--- config.mk ---
export PLATFORM = sky130hd
export DESIGN_NAME = pe_inst_seq
export DESIGN_NICKNAME = d
export VERILOG_FILES = /design/src/rtl/pe_inst_seq.sv
export SDC_FILE = /design/constraint.sdc
export NUM_CORES = 1
export LEC_CHECK = 0
export ABC_AREA = 1
export BUFFER_PORTS_ARGS = -buffer_cell sky130_fd_sc_hd__buf_2
export CAP_MARGIN = 20
export CORE_ASPECT_RATIO = 1.1
export CORE_MARGIN = 4
export CORE_UTILIZATION = 56
export DETAILED_ROUTE_END_ITERATION = 8
export GPL_TIMING_DRIVEN = 0
export PLACE_DENSITY = 0.76
export SYNTH_ARGS = -nofsm -noshare
export SYNTH_HDL_FRONTEND = slang
export SYNTH_SLANG_ARGS = --single-unit
--- constraint.sdc ---
create_clock -name clk -period 2.8 [get_ports clk]
set_clock_uncertainty 0.2 [all_clocks]
set_input_delay 0.28 -clock clk [delete_from_list [all_inputs] [get_ports clk]]
set_output_delay 0.28 -clock clk [all_outputs]
set_load 0.01 [all_outputs]
--- src/rtl/pe_inst_seq.sv ---
// Instruction sequencer for the PE data memory: buffers a short microprogram and
// replays it loop_num times, with write-back enables delayed to line up with results.
module pe_inst_seq #(
  parameter int INST_WIDTH = 32,
  parameter int DEPTH      = 16,
  parameter int PTR_W      = 4,
  parameter int LOOP_W     = 8,
  parameter int WB_LAT     = 4
) (
  input  logic                  clk,
  input  logic                  rst,
  input  logic                  inst_in_v,
  input  logic [INST_WIDTH-1:0] inst_in,
  output logic                  inst_in_rdy,
  input  logic                  clear,
  input  logic                  start,
  input  logic [LOOP_W-1:0]     loop_num,
  output logic                  inst_v,
  output logic [INST_WIDTH-1:0] inst,
  output logic                  rden,
  output logic                  wben,
  output logic                  busy,
  output logic                  done
);

  typedef enum logic [1:0] {IDLE, RUN, DRAIN} state_t;

  localparam logic [PTR_W:0]    DEPTH_C  = (PTR_W+1)'(DEPTH);
  localparam logic [PTR_W:0]    CNT_ONE  = (PTR_W+1)'(1);
  localparam logic [PTR_W-1:0]  PC_ONE   = PTR_W'(1);
  localparam logic [LOOP_W-1:0] LOOP_ONE = LOOP_W'(1);

  // A zero iteration request still runs the program once.
  function automatic logic [LOOP_W-1:0] sat_loops(input logic [LOOP_W-1:0] n);
    return (n == '0) ? LOOP_ONE : n;
  endfunction

  state_t                state, state_nx;
  logic [INST_WIDTH-1:0] prog_mem [DEPTH];
  logic [PTR_W:0]        count, count_nx;
  logic [PTR_W-1:0]      pc, pc_nx;
  logic [LOOP_W-1:0]     iter, iter_nx, loops, loops_nx;
  logic [WB_LAT:0]       wb_pipe;
  logic                  load_ok, start_ok, pc_last, last_issue;
  logic [INST_WIDTH-1:0] cur_inst, inst_d;
  logic                  inst_v_d, rden_d, wb_d, busy_d, done_d, rdy_d;

  assign cur_inst   = prog_mem[pc];
  assign load_ok    = (state == IDLE) && inst_in_v && !clear && (count < DEPTH_C);
  assign pc_last    = ({1'b0, pc} == (count - CNT_ONE));
  assign last_issue = (state == RUN) && pc_last && (iter == (loops - LOOP_ONE));
  // wb_pipe[0] sits alongside inst_v, so tap WB_LAT is exactly WB_LAT cycles later.
  assign wben       = wb_pipe[WB_LAT];

  // Buffer contents, count, loop bookkeeping
  always_comb begin
    count_nx = count;
    if (state == IDLE) begin
      if (clear)
        count_nx = '0;
      else if (load_ok)
        count_nx = count + CNT_ONE;
    end
    start_ok = (state == IDLE) && start && (count_nx != '0);

    pc_nx    = pc;
    iter_nx  = iter;
    loops_nx = loops;
    if (start_ok) begin
      loops_nx = sat_loops(loop_num);
      pc_nx    = '0;
      iter_nx  = '0;
    end else if (state == RUN) begin
      if (pc_last) begin
        pc_nx   = '0;
        iter_nx = iter + LOOP_ONE;
      end else begin
        pc_nx = pc + PC_ONE;
      end
    end
  end

  always_ff @(posedge clk) begin
    if (load_ok)
      prog_mem[count[PTR_W-1:0]] <= inst_in;
  end

  always_ff @(posedge clk) begin
    if (rst) begin
      state <= IDLE;
      count <= '0;
      pc    <= '0;
      iter  <= '0;
      loops <= '0;
    end else begin
      state <= state_nx;
      count <= count_nx;
      pc    <= pc_nx;
      iter  <= iter_nx;
      loops <= loops_nx;
    end
  end

  always_comb begin
    state_nx = state;
    case (state)
      IDLE:    if (start_ok) state_nx = RUN;
      RUN:     if (last_issue) state_nx = DRAIN;
      DRAIN:   if (wb_pipe[WB_LAT-1:0] == '0) state_nx = IDLE;
      default: state_nx = IDLE;
    endcase
  end

  always_comb begin
    inst_v_d = 1'b0;
    rden_d   = 1'b0;
    wb_d     = 1'b0;
    inst_d   = inst;
    if (state == RUN) begin
      inst_v_d = 1'b1;
      inst_d   = cur_inst;
      rden_d   = (cur_inst[INST_WIDTH-1 -: 8] != 8'h00);
      wb_d     = cur_inst[INST_WIDTH-1];
    end
    busy_d = (state_nx != IDLE);
    done_d = (state == DRAIN) && (state_nx == IDLE);
    rdy_d  = (state_nx == IDLE) && (count_nx < DEPTH_C);
  end

  // Issue stage -> memory interface registers
  always_ff @(posedge clk) begin
    if (rst) begin
      inst_v      <= 1'b0;
      inst        <= '0;
      rden        <= 1'b0;
      busy        <= 1'b0;
      done        <= 1'b0;
      inst_in_rdy <= 1'b0;
      wb_pipe     <= '0;
    end else begin
      inst_v      <= inst_v_d;
      inst        <= inst_d;
      rden        <= rden_d;
      busy        <= busy_d;
      done        <= done_d;
      inst_in_rdy <= rdy_d;
      wb_pipe     <= {wb_pipe[WB_LAT-1:0], wb_d};
    end
  end

endmodule
==> results.md <==
* Gp weighted congestion at 0.8689
* Die Y-Extent at 221.4 um
* Placed cell areas at 0.02474 mm2
* CTS tree: done
* Post-detail-place hpwl at a little over 40 mm
* Clock Latency Late Sink at between 0.6 and 0.7 ns
* Startpoint types: flop
* Synth warn at 0
* Seq/Total Area, Yosys at 0.7260
* Count of filler cells inserted in the layout at 2792
* Reg-to-Reg End: inst[16]$_SDFFE_PP0P_
* WS Path Type: reg -> reg
* GRT met1 Usage at 0.3689
* Met2 global-route usage at 0.4577
* Clk slew on worst S/H paths at 0.06 ns
* Area grow syn2layout at 16.98%
* Cells along the critical path: buf_2 > buf_2 > clkbuf_1 > o21ai_0 > o221ai_1 > nand3_1 > nand3_1 > o211ai_1 > inv_1
* Crit. End Element: flop
* Mapped Cells at 1868
* Pre-CTS setup slack at 0.1226 ns
* Port Buffers at between 80 and 90
* Worst reg-to-reg setup slack at 0.07 ns
* End point of the critical path: inst[16]$_SDFFE_PP0P_
* GR Overflow Total at 0
* # IOs at 83
* Core area at slightly above 0.04 mm2
* Drt via density at roughly 6.3
* RSZ-0062 raised after global routing: false
* Max Cap Viol at 0
* Synth async-reset ratio at 0
* Period Utilization, post-route at 0.9753
* Synth cell count leaders: 512 x edfxtp_1, 376 x nor2_1, 260 x o21ai_0, 102 x nand3_1, 93 x nand2_1
* Area leader, netlist: edfxtp_1
* Initial Util at 0.5718
* Total track usage at 0.2861
* ANT cells at 0
* Post-synth top flop: edfxtp_1
* First-pass GRT wire length at 97.80 mm
* TNS Setup at 0 ns
* Post-synth EDFFs at between 500 and 600
* Most common cell in the netlist: edfxtp_1
* CP Max Fanout at 10
* Final instance area at 0.02713 mm2
* Storage cell area at approximately 0.017 mm2
* FP Rows at 77
* Fin nets at 2117
* GRT Max-Usage Layer: met2
* Max Fclk at approximately 0.37 GHz
* Pwr per Cell Area at between 700 and 800 mW/mm2
* Count of final hold-check violations at 0
* Ratio of cells with drive above 1 in the final layout at 0.1351
* Total Routed Length at 65.36 mm
* CP max stage cell: clkbuf_1
* Cts bufs inserted at 55
* Antenna violations before repair at 1
* Crit-path max cell delay at 0.51 ns
* Syn Area/Cell at 12.41 um2
* Distinct cells, synth at 39
* Worst slew pin tran at 0.9543 ns
* Number of setup violations in the final report at 0
* Yosys top cell area share at 0.6630
* Worst slew margin at 0.3638
* Final Slew Violations at 0
* Clock net sink count at between 500 and 600
* Critical Path RT at 3.14 ns
* Max Buffers Root-to-Sink at 3
* Drt drc at 0
* Status: complete, no violations
* Syn Nets at 1920
* Largest net degree at the start of global routing at 26
* H-tree depth at 2
* DR vias at around 17000
* Vias in the first global route at about 17000
* 1st-iter DRT viols at 2666
* Synth area leaders: edfxtp_1 66%, dfxtp_1 6.3%, nor2_1 6.1%
* Root Driver: clkbuf_16
* Final worst setup slack at 0.06911 ns
* Antenna-violating nets left at 0
* Tmin final at approximately 2.7 ns
* Leak pwr at 9.461 nW
* Met3 GRT Util at 0.07160
* FF-to-FF path depth at 9
* Multi-input combinational cell area at 0.005585 mm2
* CP Data Arrival Time at around 3 ns
* Mapped cell area at 0.02319 mm2
* Worst hold path type: in -> reg
* Seq cells post-synth at 585
* Worst VDD drop at 0.5697 mV
* Post-DR wirelength/cell at 24.54 um
* Die width at between 200 and 250 um
* Die Area at 0.04474 mm2
* DR pass1 iterations at 7
final cells by class:
class | instances | area share
Sequential cell | 585 | 0.6206
Multi-Input combinational cell | 1075 | 0.2059
Clock buffer | 72 | 0.05733
Timing Repair Buffer | 140 | 0.04317
Tap cell | 553 | 0.02551
Buffer | 120 | 0.02052
Clock inverter | 30 | 0.01462
Inverter | 88 | 0.01236
where the power goes:
part | internal, mW | total (mW) | switching (mW)
sequential | 9.59 | 9.66 | 0.0615
combinational | 0.465 | 1.59 | 1.12
clock | 4.75 | 7.93 | 3.18
total | 14.8 | 19.2 | 4.36
cell families after synthesis:
group	after synthesis	synth area share
and+or+nand+nor	595	0.1062
xor gates and xnor gates	14	0.005287
adders and majority gates	7	0.003776
buffers and inverters	208	0.03825
DFF	585	0.7260
AOI/OAI and AO/OA	459	0.1205
stage by stage:
step | hold slack, ns | utilization | std cells | total power [mW]
after floorplan | 0.1789 | - | 1868 | 10.68
after global placement | 0.2090 | 0.5988 | 2502 | 11.26
after detailed placement | 0.2223 | 0.6100 | 2518 | 11.33
after CTS | 0.02235 | 0.6687 | 2663 | 19.16
after global routing | 0.06195 | 0.6688 | 2663 | 19.72
final | 0.04869 | 0.6688 | 2663 | 19.17
registers in the layout, indices dropped and copies added (netlist names), named ones only:
| register | flops |
|---|---|
| inst_v | 1 |
| state | 2 |
| inst | 32 |
| prog_mem | 512 |
| inst_in_rdy | 1 |
| count | 5 |
| done | 1 |
| rden | 1 |
| busy | 1 |
| pc | 4 |
| iter | 8 |
| loops | 8 |
| wb_pipe | 5 |
layer usage:
metal	part of all wire	routed length (um)	vias up
met5	0.00034	22	-
met4	0.051	3347	2
met3	0.13	8466	254
met2	0.47	30610	1328
met1	0.35	22910	7989
li1	-	-	7221
how the worst min path moves through the flow:
stage / from / endpoint / slack [ns] / cells past startpoint
floorplan: inst_in[0] / prog_mem[0][0]$_DFFE_PP_ / 0.18 / 0
global placement: wb_pipe[2]$_SDFF_PP0_ / wb_pipe[3]$_SDFF_PP0_ / 0.21 / 2
detailed placement: wb_pipe[3]$_SDFF_PP0_ / wb_pipe[4]$_SDFF_PP0_ / 0.22 / 2
CTS: start / loops[2]$_SDFFE_PP0P_ / 0.02 / 6
global route: inst_in_v / count[0]$_SDFF_PP0_ / 0.06 / 7
finish: inst_in_v / count[0]$_SDFF_PP0_ / 0.05 / 7
worst max-delay path, delay by kind of cell, from the launching register on:
kind	cells	cell delay, ns
flops	1	0.30
compound gates	3	0.67
simple gates	2	0.32
buf+inv	4	1.16
cell usage in the layout, fill, tap and decap left out, drive strengths merged, types with 73 or more instances in the layout:
master | Yosys | final
buf | 45 | 142
clkbuf | 75 | 147
dfxtp | 73 | 73
edfxtp | 512 | 512
inv | 87 | 88
nand2 | 98 | 98
nand3 | 105 | 105
nor2 | 381 | 381
o21ai | 281 | 281
o221ai | 78 | 78
timing repair:
item,4_1_cts,5_1_grt
setup endpoints to repair,0,15
buffers inserted,0,0
hold endpoints to repair,532,0
hold buffers,43,0
resized for setup,0,9
Power figures use the tool's default switching activity.
